$ cat config.mk
export PLATFORM = sky130hd
export DESIGN_NAME = shift_arbiter_flat
export DESIGN_NICKNAME = d
export VERILOG_FILES = /design/src/rtl/shift_arbiter_if.sv /design/src/rtl/shift_arbiter.sv /design/src/flat_wrapper.sv
export SDC_FILE = /design/constraint.sdc
export NUM_CORES = 1
export LEC_CHECK = 0
export CAP_MARGIN = 20
export CORE_MARGIN = 1.5
export CORE_UTILIZATION = 25
export CTS_CLUSTER_DIAMETER = 60
export DETAILED_ROUTE_END_ITERATION = 6
export GPL_TIMING_DRIVEN = 0
export SLEW_MARGIN = 5
export SYNTH_ARGS = -nofsm -noshare
export SYNTH_HDL_FRONTEND = slang
export SYNTH_SLANG_ARGS = --single-unit
$ cat constraint.sdc
create_clock -name clock -period 6 [get_ports clock]
set_clock_uncertainty 0.1 [all_clocks]
set_input_delay 1.2 -clock clock [delete_from_list [all_inputs] [get_ports clock]]
set_output_delay 1.2 -clock clock [all_outputs]
set_load 0.02 [all_outputs]
$ cat src/rtl/shift_arbiter_if.sv
// Request/grant/result bundle for one requester of the shared shifter.
// The master side drives the op and the arbiter (slave) returns the grant and the result.
interface shift_arbiter_if;
  logic        req;
  logic [1:0]  op;
  logic [31:0] a;
  logic [4:0]  shamt;
  logic        gnt;
  logic        vld;
  logic [31:0] res;

  modport master (output req, op, a, shamt, input  gnt, vld, res);
  modport slave  (input  req, op, a, shamt, output gnt, vld, res);
endinterface

$ cat src/rtl/shift_arbiter.sv
// Two-requester round-robin arbiter in front of a single 32-bit barrel shifter (sll/sra).
// Define SHIFT_ARB_ROTATE_EN to enable rotate-left on opcode 10; otherwise it behaves as reserved.
module shift_arbiter #(
  parameter bit FIRST_PRI = 1'b0
) (
  input  logic           clock,
  input  logic           reset,
  shift_arbiter_if.slave rq0,
  shift_arbiter_if.slave rq1,
  output logic           busy
);

  typedef enum logic {IDLE = 1'b0, EXEC = 1'b1} state_t;
  typedef enum logic [1:0] {
    OP_SLL = 2'b00,
    OP_SRA = 2'b01,
    OP_ROL = 2'b10,
    OP_RSV = 2'b11
  } op_t;

  state_t      state, state_nxt;
  logic        lp;
  logic        gnt0, gnt1;
  op_t         op_q;
  logic [31:0] a_q;
  logic [4:0]  shamt_q;
  logic        id_q;
  logic [31:0] shift_res;
  logic [31:0] res0_q, res1_q;
  logic        vld0_q, vld1_q;

  // On a tie the requester that did not win last time gets the grant.
  always_comb begin
    // NOTE: every output of this block gets a default first so no path can infer a latch.
    state_nxt = state;
    gnt0      = 1'b0;
    gnt1      = 1'b0;
    case (state)
      IDLE: begin
        if (!reset) begin
          if (rq0.req && (!rq1.req || lp)) gnt0 = 1'b1;
          else if (rq1.req)                gnt1 = 1'b1;
        end
        if (gnt0 || gnt1) state_nxt = EXEC;
      end
      EXEC:    state_nxt = IDLE;
      default: state_nxt = IDLE;
    endcase
  end

  always_ff @(posedge clock or posedge reset) begin
    // NOTE: registered state is always updated with non-blocking assignments.
    if (reset) state <= IDLE;
    else       state <= state_nxt;
  end

  always_ff @(posedge clock or posedge reset) begin
    if (reset) begin
      op_q    <= OP_SLL;
      a_q     <= '0;
      shamt_q <= '0;
      id_q    <= 1'b0;
      lp      <= ~FIRST_PRI;
    end else if (gnt0 || gnt1) begin
      op_q    <= gnt1 ? op_t'(rq1.op) : op_t'(rq0.op);
      a_q     <= gnt1 ? rq1.a     : rq0.a;
      shamt_q <= gnt1 ? rq1.shamt : rq0.shamt;
      id_q    <= gnt1;
      lp      <= gnt1;
    end
  end

  // The only shifter instance; it sees the captured operands during EXEC.
  always_comb begin
    shift_res = '0;
    case (op_q)
      OP_SLL:  shift_res = a_q << shamt_q;
      OP_SRA:  shift_res = $unsigned($signed(a_q) >>> shamt_q);
`ifdef SHIFT_ARB_ROTATE_EN
      // A right shift by 32 yields zero, so shamt 0 returns a unchanged.
      OP_ROL:  shift_res = (a_q << shamt_q) | (a_q >> (6'd32 - {1'b0, shamt_q}));
`endif
      default: shift_res = '0;
    endcase
  end

  always_ff @(posedge clock or posedge reset) begin
    if (reset) begin
      res0_q <= '0;
      res1_q <= '0;
      vld0_q <= 1'b0;
      vld1_q <= 1'b0;
    end else begin
      vld0_q <= 1'b0;
      vld1_q <= 1'b0;
      if (state == EXEC) begin
        if (id_q) begin
          res1_q <= shift_res;
          vld1_q <= 1'b1;
        end else begin
          res0_q <= shift_res;
          vld0_q <= 1'b1;
        end
      end
    end
  end

  assign rq0.gnt = gnt0;
  assign rq1.gnt = gnt1;
  assign rq0.vld = vld0_q;
  assign rq1.vld = vld1_q;
  assign rq0.res = res0_q;
  assign rq1.res = res1_q;
  assign busy    = (state == EXEC);

endmodule

$ cat src/flat_wrapper.sv
// flat-port wrapper written by rule: the top's interface ports become plain ports
module shift_arbiter_flat 
#(
  parameter bit FIRST_PRI = 1'b0
)
  (clock, reset, busy, rq0_req, rq0_op, rq0_a, rq0_shamt, rq0_gnt, rq0_vld, rq0_res, rq1_req, rq1_op, rq1_a, rq1_shamt, rq1_gnt, rq1_vld, rq1_res);
  shift_arbiter_if rq0_i ();
  shift_arbiter_if rq1_i ();
  input  logic clock;
  input  logic reset;
  output logic busy;
  input wire logic [$bits(rq0_i.req)-1:0] rq0_req;
  input wire logic [$bits(rq0_i.op)-1:0] rq0_op;
  input wire logic [$bits(rq0_i.a)-1:0] rq0_a;
  input wire logic [$bits(rq0_i.shamt)-1:0] rq0_shamt;
  output wire logic [$bits(rq0_i.gnt)-1:0] rq0_gnt;
  output wire logic [$bits(rq0_i.vld)-1:0] rq0_vld;
  output wire logic [$bits(rq0_i.res)-1:0] rq0_res;
  input wire logic [$bits(rq1_i.req)-1:0] rq1_req;
  input wire logic [$bits(rq1_i.op)-1:0] rq1_op;
  input wire logic [$bits(rq1_i.a)-1:0] rq1_a;
  input wire logic [$bits(rq1_i.shamt)-1:0] rq1_shamt;
  output wire logic [$bits(rq1_i.gnt)-1:0] rq1_gnt;
  output wire logic [$bits(rq1_i.vld)-1:0] rq1_vld;
  output wire logic [$bits(rq1_i.res)-1:0] rq1_res;
  assign rq0_i.req = rq0_req;
  assign rq0_i.op = rq0_op;
  assign rq0_i.a = rq0_a;
  assign rq0_i.shamt = rq0_shamt;
  assign rq0_gnt = rq0_i.gnt;
  assign rq0_vld = rq0_i.vld;
  assign rq0_res = rq0_i.res;
  assign rq1_i.req = rq1_req;
  assign rq1_i.op = rq1_op;
  assign rq1_i.a = rq1_a;
  assign rq1_i.shamt = rq1_shamt;
  assign rq1_gnt = rq1_i.gnt;
  assign rq1_vld = rq1_i.vld;
  assign rq1_res = rq1_i.res;
  shift_arbiter #(.FIRST_PRI(FIRST_PRI)) u_core (.clock(clock), .reset(reset), .rq0(rq0_i), .rq1(rq1_i), .busy(busy));
endmodule
==> results.cfg, run 1 <==
[floorplan]
die_w_microns = 191
core_sq_mm = 0.0346
start_util_pct = 25.4
die_area_sq_mm = 0.0364
num_io_pins = 151
die_y_microns = 191
std_cell_rows = 68

[synthesis]
yosysUniqueCellTypes = 67
synth_area_per_cell_sq_um = 8.32
ys_async_sr_fraction_pct = 100
synth_cells = 1059
synth_edf_count = 0
seq_area_frac_synth_pct = 30.7
synth.net_count = 1141
ys_seq_elements = 108
synthFlopType = dfrtp_1
synth_area_sq_mm = 0.00881
ys_warn_count = 0

[critical_path]
reg2reg_slack_ns = 2.60
start_kind = input port
critical_path_class = input port to output pin
worst-path-max-fanout = 10
r2r_start = u_core.shamt_q[1]
r2r_end = u_core.rq1.res[24]
critPathArrivalTime_ns = 3.64
worstPathRequired_ns = 4.70
endpoint_kind = output pin
reg2regPathDepth = 8

[clocking]
cts.sinks = 108
hold_buffers = 0
cts_tree = built
clk_pin_slew_worst_paths_ns = 0.07
root_buffer = clkbuf_16
cts_resized = 0
cts_inserted_buffers = 9
clock_latency_ns = 0.39
clock_path_buffers = 2
postCtsSetupBuffers = 0
htree_levels = 3

[placed_design]
pre_cts_ws_ns = 1.04
hpwl_microns = 38900
port_buffers = 150
gp_congestion = 1.01

[global_route]
met3_usage_pct = 4.38
global_route.usage.total_pct = 26.9
met2_usage_pct = 42.3
first_global_vias = 9383
use_met1_pct = 35.1
overflow = 0
grt_max_degree = 59
antenna_found_initial = 1
grt_pass1_wl_microns = 69800
grt-busiest-layer = met2

[detailed_routing]
routed_wirelength_microns = 48900
wl_per_cell_microns = 29.0
drc = 2
antenna_left = 0
num_vias = 9834
drt-pass1-iter-count = 7
first_iter_violations = 1003
vias_per_cell = 5.84

[timing]
slew_violations = 0
setup_viol = 0
max_freq_ghz = 0.202
setup_ws_ns = 1.06
min_period_ns = 4.94
worstMarginPinSlew_ns = 1.08
slew_headroom_pct = 26.5
fin_crit_sh_pct = 82.3
whs_ns = 0.379
setup_tns_ns = 0
hold_viol = 0
grt_setup_unrepaired = no

[layout]
nets = 1304
area_growth_pct = 27.4
layout-drive-gt1-share_pct = 10.7
post-route-util_pct = 32.4

[power]
power.leakage_nw = 4.41
peakVddDrop_uv = 177
power_density_mw_per_mm2 = 582
power_mw = 6.53

[worst_hold_path]
hold_end = u_core.rq1.res[11]
min_from = u_core.rq1.res[11]
min_path_cells = 2
hold_class = register to register

[flow_run]
maxCapViolCount = 0

[status]
violations = DRC
status = complete, but fails checks
## worst max-delay path, cell delays in order
cell and delay, ns:
clkdlybuf4s50_1 0.48, nor2_1 0.21, nand2_1 0.08, a21oi_1 0.51, clkbuf_1 0.46, clkdlybuf4s50_1 0.70
## power breakdown
part / total (mW) / internal [mW] / switching (mW) / leakage [nW]
clock: 0.642 / 0.295 / 0.346 / 0.146
combinational: 4.66 / 1.57 / 3.08 / 2.90
sequential: 1.23 / 1.01 / 0.219 / 1.37
total: 6.53 / 2.88 / 3.65 / 4.41
## cell type report
type / count / area (sq um)
fillers: 3752 / 23400
multi-input cells: 827 / 5510
flip-flops and latches: 108 / 2700
repair buffers: 152 / 1540
well taps: 455 / 569
plain buffers: 109 / 533
clock buffers: 9 / 225
clock inverters: 7 / 72.6
inverters: 15 / 61.3
diodes: 1 / 2.50
## routing by layer
metal / wire, microns / vias up / share of wire (%)
li1: - / 4237 / -
met1: 20400 / 4777 / 42
met2: 21600 / 658 / 44
met3: 3990 / 162 / 8.2
met4: 2970 / 0 / 6.1
met5: 0 / - / 0
## cell usage in the layout (no fill, tap or decap), types with 10 or more instances in the layout
cell type / Yosys / routed
a211oi_1: 14 / 14
a21oi_1: 44 / 44
a221oi_1: 10 / 10
a22oi_1: 60 / 60
a31oi_1: 18 / 18
buf_2: 21 / 21
buf_4: 9 / 10
clkbuf_1: 68 / 68
clkdlybuf4s50_1: 0 / 150
dfrtp_1: 107 / 107
inv_1: 13 / 12
mux2_2: 31 / 31
mux2i_1: 80 / 80
mux4_2: 27 / 27
nand2_1: 190 / 190
nand2b_1: 18 / 18
nor2_1: 78 / 78
nor2b_1: 11 / 11
nor3_1: 21 / 21
o211ai_1: 11 / 11
o21ai_0: 75 / 75
o21ai_1: 11 / 11
o22ai_1: 33 / 33
## flip-flops by register name (all words and copies together) (netlist names)
register,flops
u_core.a_q,32
u_core.rq0.res,32
u_core.rq1.res,32
u_core.shamt_q,5
u_core.op_q,2
u_core.busy,1
u_core.id_q,1
u_core.lp,1
u_core.rq0.vld,1
u_core.rq1.vld,1
## cell usage after synthesis, drive strengths merged (5+ instances only)
| cell | instances | area (sq um) |
|---|---|---|
| mux2i | 81 | 823 |
| a21oi | 44 | 220 |
| a211oi | 14 | 105 |
| nor2 | 78 | 293 |
| a32oi | 5 | 43.8 |
| clkbuf | 68 | 255 |
| a22oi | 60 | 450 |
| mux4 | 27 | 608 |
| o211ai | 11 | 82.6 |
| nor4 | 8 | 56.3 |
| o21ai | 86 | 430 |
| buf | 41 | 278 |
| nand2b | 18 | 113 |
| nand2 | 190 | 713 |
| dfrtp | 107 | 2680 |
| a31oi | 18 | 113 |
| mux2 | 33 | 379 |
| a221oi | 10 | 87.6 |
| and3 | 6 | 37.5 |
| inv | 13 | 48.8 |
| nor3 | 23 | 125 |
| nor2b | 11 | 68.8 |
| o22ai | 33 | 206 |
| o31ai | 6 | 45.0 |
| or2 | 5 | 31.3 |
| nand3 | 9 | 45.0 |
## how the worst max path moves through the flow
stage,startpoint,endpoint,cells past startpoint
after detailed placement,reset,rq0_gnt,6
after floorplan,reset,u_core.a_q[0],1
after global routing,reset,rq0_gnt,6
final,reset,rq0_gnt,6
after CTS,reset,rq0_gnt,6
after global placement,reset,u_core.rq0.res[17],2
## per-stage QoR
step	cells	area, sq um
4_1_cts	1682	11200
6_report	1683	11200
5_1_grt	1682	11200
3_5_place_dp	1666	10900
3_3_place_gp	1664	10900
2_1_floorplan	1059	8810
## kinds of logic after synthesis
kind of cell | count (synthesis) | synth area share (%)
buffers and inverters | 124 | 6.69
AND/OR/NAND/NOR | 367 | 18.5
multiplexers | 141 | 20.6
flip-flops | 108 | 30.7
AO/OA/AOI/OAI | 319 | 23.6
Note: power is estimated with default switching activity, not from simulation.
==> run 2, diff against run 1 <==
==> constraint.sdc (replaced) <==
create_clock -name clock -period 4 [get_ports clock]
set_clock_uncertainty 0.1 [all_clocks]
set_input_delay 0.8 -clock clock [delete_from_list [all_inputs] [get_ports clock]]
set_output_delay 0.8 -clock clock [all_outputs]
set_load 0.02 [all_outputs]
==> run 2 against run 1 <==
Net effect: clock-buffer cell count did not move; global-route usage barely moved; core utilization barely moved; largest cell class unchanged; via count fell by 0.56%; largest power group unchanged; setup slack got worse by 0.84 ns; the run now ends clean; critical path type unchanged; first-iteration DRC count fell by 0.50%; hold slack barely moved.
==> results.cfg, run 2 (synthesis results as in run 1) <==
[clocking]
cts_inserted_buffers = 9
cts_tree = built
cts.sinks = 108
clock_path_buffers = 2
root_buffer = clkbuf_16
cts_resized = 2
hold_buffers = 0
clk_pin_slew_worst_paths_ns = 0.07
clock_latency_ns = 0.38
postCtsSetupBuffers = 0
htree_levels = 3

[global_route]
grt_pass1_wl_microns = 69900
first_global_vias = 9405
grt_max_degree = 59
overflow = 0
global_route.usage.total_pct = 26.9
antenna_found_initial = 1

[status]
status = completed

[layout]
layout_commonest_cell = nand2_1
area_growth_pct = 27.5
post-route-util_pct = 32.4
layout-drive-gt1-share_pct = 11.0
nets = 1304
mostFrequentLayoutCells = 190 x nand2_1, 150 x clkdlybuf4s50_1, 107 x dfrtp_1
finalInstanceArea_sq_mm = 0.0112

[detailed_routing]
routed_wirelength_microns = 48800
wl_per_cell_microns = 29.0
drt-pass1-iter-count = 6
antenna_left = 0
first_iter_violations = 998
num_vias = 9779
vias_per_cell = 5.81
drc = 0

[critical_path]
cpMostUsedCell = clkdlybuf4s50_1
cpPeakStageDelay_ns = 0.65
worst-path-max-fanout = 10
start_kind = input port
r2r_start = u_core.shamt_q[3]
endpoint_kind = output pin
critical_path_class = input port to output pin
cpMaxStageDelayCell = clkdlybuf4s50_1
critPathBufInv = 3
worstPathRequired_ns = 3.10
path_cells = clkdlybuf4s50_1 > nor2_1 > nand2_1 > a21oi_2 > clkbuf_2 > clkdlybuf4s50_1
startpoint = reset
critPathArrivalTime_ns = 2.88
path_delay_family = buffers and inverters

[power]
power.leakage_nw = 4.42
p_sw_share_pct = 55.9
power_density_mw_per_mm2 = 872
combPwrFrac_pct = 71.4
seqPwrFrac_pct = 18.8
p_switching_mw = 5.47
internal-power_mw = 4.32
power_mw = 9.79
clkPwrFrac_pct = 9.8
peakVddDrop_uv = 265

[timing]
slew_violations = 0
setup_viol = 0
grt_setup_unrepaired = no
whs_ns = 0.379
fin_crit_sh_pct = 94.5
min_period_ns = 3.78
setup_ws_ns = 0.220
worstMarginPinSlew_ns = 1.07
hold_viol = 0
max_freq_ghz = 0.265
slew_headroom_pct = 26.5

[floorplan]
core_sq_mm = 0.0346
die_w_microns = 191
die_area_sq_mm = 0.0364
num_io_pins = 151
start_util_pct = 25.4
die_y_microns = 191
std_cell_rows = 68

[placed_design]
gp_congestion = 1.01
port_buffers = 150
dpl_cell_area_sq_mm = 0.0109
hpwl_microns = 38900
pre_cts_ws_ns = -0.161

[worst_hold_path]
hold_class = register to register
min_from = u_core.rq1.res[11]

[flow_run]
maxCapViolCount = 0
[run 2: area by class of cell]
type,count,area [sq um]
timing repair buffer,152,1540
multi-input combinational,827,5520
fill,3752,23400
buffer,109,536
clock inverter,7,72.6
clock buffer,9,225
sequential,108,2700
inverter,15,61.3
tap,455,569
antenna,1,2.50
[run 2: path summary, 6_finish.rpt]
path,to,slack (ns),cells after the start
worst min register to register,u_core.rq1.res[11],0.38,2
worst max register to register,u_core.rq1.res[24],0.63,6
worst max-delay path,rq0_gnt,0.22,6
min in group asynchronous,u_core.a_q[22],0.73,2
worst min-delay path,u_core.rq1.res[11],0.38,2
max in group asynchronous,u_core.rq1.res[20],2.39,3
[run 2: power groups by stage]
stage / clock network (mW) / logic [mW] / registers, mW
after global placement: 0 / 6.82 / 1.85
after floorplan: 0 / 3.53 / 2.11
after detailed placement: 0 / 6.73 / 1.87
final: 0.959 / 6.98 / 1.84
after global routing: 1.02 / 7.22 / 1.89
after CTS: 0.984 / 6.75 / 1.84
[run 2: worst min-delay path: stages (launching register included)]
cell and delay (ns):
dfrtp_1 0.34, nand2_1 0.05, o21ai_0 0.06
[run 2: per-stage QoR]
| step | TNS (ns) | std cells |
|---|---|---|
| 2_1_floorplan | 0 | 1059 |
| 3_5_place_dp | -0.263 | 1666 |
| 3_3_place_gp | -152.77 | 1664 |
| 5_1_grt | 0 | 1682 |
| 6_report | 0 | 1683 |
| 4_1_cts | 0 | 1682 |
[run 2: per-layer routing]
| metal | up-vias | GRT usage (%) | routed length (microns) |
|---|---|---|---|
| li1 | 4229 | - | - |
| met1 | 4764 | 35.1 | 20400 |
| met2 | 625 | 42.4 | 21600 |
| met3 | 161 | 4.40 | 3770 |
| met4 | 0 | 14.4 | 3000 |
| met5 | - | 0 | 0 |
==> run 3, diff against run 2 <==
--- a/config.mk
+++ b/config.mk
@@ -5,12 +5,12 @@
 export SDC_FILE = /design/constraint.sdc
 export NUM_CORES = 1
 export LEC_CHECK = 0
-export CAP_MARGIN = 20
 export CORE_MARGIN = 1.5
 export CORE_UTILIZATION = 25
 export CTS_CLUSTER_DIAMETER = 60
 export DETAILED_ROUTE_END_ITERATION = 6
 export GPL_TIMING_DRIVEN = 0
+export HOLD_SLACK_MARGIN = 0.03
 export SLEW_MARGIN = 5
 export SYNTH_ARGS = -nofsm -noshare
 export SYNTH_HDL_FRONTEND = slang
==> constraint.sdc (replaced) <==
create_clock -name clock -period 3.4 [get_ports clock]
set_clock_uncertainty 0.1 [all_clocks]
set_input_delay 0.68 -clock clock [delete_from_list [all_inputs] [get_ports clock]]
set_output_delay 0.68 -clock clock [all_outputs]
set_load 0.02 [all_outputs]
==> run 3 against run 2 <==
Net effect: hold slack improved by 0.0036 ns; combinational power rose by 16%; critical path depth rose by 2; power rose by 16%; critical endpoint is now u_core.rq1.res[21]; largest cell class unchanged.
==> results.cfg, run 3 (synthesis results as in run 1) <==
[clocking]
clk_pin_slew_worst_paths_ns = 0.09
htree_levels = 3
cts_inserted_buffers = 9
cts_tree = built
root_buffer = clkbuf_16
clock_latency_ns = 0.38
clock_path_buffers = 2
cts.sinks = 108
hold_buffers = 0

[status]
status = completed

[critical_path]
critPathArrivalTime_ns = 3.46
reg2regPathDepth = 8
worstPathRequired_ns = 3.52
worst-path-max-fanout = 10
r2r_start = u_core.shamt_q[1]
start_kind = register
critical_path_class = register to register
endpoint_kind = register
r2r_end = u_core.rq1.res[21]
reg2reg_slack_ns = 0.06

[power]
peakVddDrop_uv = 359
power.leakage_nw = 4.43
power_density_mw_per_mm2 = 1010

[timing]
slew_violations = 0
whs_ns = 0.383
max_freq_ghz = 0.300
min_period_ns = 3.34
worstMarginPinSlew_ns = 1.04
fin_crit_sh_pct = 98.1
grt_setup_unrepaired = no
setup_viol = 0
slew_headroom_pct = 30.5
hold_viol = 0

[layout]
fill_cells = 3759
mostFrequentLayoutCells = 190 x nand2_1, 148 x clkdlybuf4s50_1, 107 x dfrtp_1
layout-drive-gt1-share_pct = 11.2
area_growth_pct = 28.1
post-route-util_pct = 32.6
antennaDiodeCount = 0
nets = 1305
layout_commonest_cell = nand2_1

[worst_hold_path]
hold_class = register to register
min_from = u_core.rq1.res[17]
hold_end = u_core.rq1.res[17]
min_path_cells = 2

[detailed_routing]
drc = 0
wl_per_cell_microns = 27.9
first_iter_violations = 1216
num_vias = 9891
vias_per_cell = 5.88
antenna_left = 0
drt-pass1-iter-count = 6
routed_wirelength_microns = 46900

[global_route]
grt_max_degree = 39
antenna_found_initial = 0
grt_pass1_wl_microns = 67600
global_route.usage.total_pct = 25.8
overflow = 0
first_global_vias = 9287

[floorplan]
die_area_sq_mm = 0.0364
core_sq_mm = 0.0346
die_w_microns = 191
start_util_pct = 25.4
std_cell_rows = 68
num_io_pins = 151
die_y_microns = 191

[placed_design]
port_buffers = 150
gp_congestion = 1.04
hpwl_microns = 37600

[flow_run]
maxCapViolCount = 0
[run 3: cell types whose count changed in the layout (fill, tap and decap cells not counted), sizes merged]
cell,delta
clkinvlp,+1
clkdlybuf4s50,-2
buf,+1
dlygate4sd2,+2
inv,-1
diode,-1
[run 3: final cells by class]
| cell class | count | area (sq um) | area share (%) |
|---|---|---|---|
| Clock inverter | 7 | 78.8 | 0.699 |
| Clock buffer | 9 | 225 | 2.00 |
| Timing Repair Buffer | 153 | 1560 | 13.8 |
| Sequential cell | 108 | 2700 | 24.0 |
| Tap cell | 455 | 569 | 5.05 |
| Multi-Input combinational cell | 827 | 5540 | 49.1 |
| Buffer | 109 | 541 | 4.79 |
| Inverter | 15 | 60.1 | 0.532 |
[run 3: per-stage QoR]
stage	TNS, ns	instance area (sq um)	power, mW	worst slack (ns)	std cells
after floorplan	0	8810	6.64	0.972	1059
after global placement	-1.12	10900	10.1	-0.581	1664
after detailed placement	-1.14	10900	10.0	-0.594	1667
after CTS	0	11300	11.2	0.185	1683
after global routing	0	11300	11.8	0.000704	1683
final	0	11300	11.4	0.0638	1683
[run 3: routing by layer]
metal	vias up	GRT usage, %	part of all wire (%)
li1	4242	-	-
met1	4850	34.2	42
met2	668	40.5	44
met3	131	5.67	9.5
met4	0	10.4	4.5
met5	-	0	0
[run 3: power breakdown]
group | switching [mW] | leakage, nW | internal (mW)
logic | 5.33 | 2.92 | 2.78
registers | 0.389 | 1.37 | 1.78
clock network | 0.593 | 0.148 | 0.525
total | 6.31 | 4.43 | 5.09
[run 3: timing repair]
| item | 4_1_cts | 5_1_grt |
|---|---|---|
| resized for setup | 11 | 1 |
| buffers inserted | 0 | 0 |
| gates cloned | 0 | 0 |
| endpoints found under the setup margin | 2 | 2 |
[run 3: worst max path at each step]
stage                       from                 end  slack, ns  cells past startpoint
3_3_place_gp               reset             rq0_gnt      -0.58                      6
2_1_floorplan              reset             rq0_gnt       0.97                      4
5_1_grt        u_core.shamt_q[3]  u_core.rq1.res[28]     0.0007                      8
3_5_place_dp               reset             rq0_gnt      -0.59                      6
6_report       u_core.shamt_q[1]  u_core.rq1.res[21]       0.06                      8
4_1_cts        u_core.shamt_q[1]  u_core.rq1.res[21]       0.19                      8
[run 3: critical path: stages, from the launching register on]
cell and delay (ns):
dfrtp_1 0.48, buf_6 0.21, buf_6 0.18, nor2_1 0.58
a22oi_1 0.35, nand2_1 0.19, a221oi_1 0.11, a2111oi_1 0.75
o21ai_0 0.20
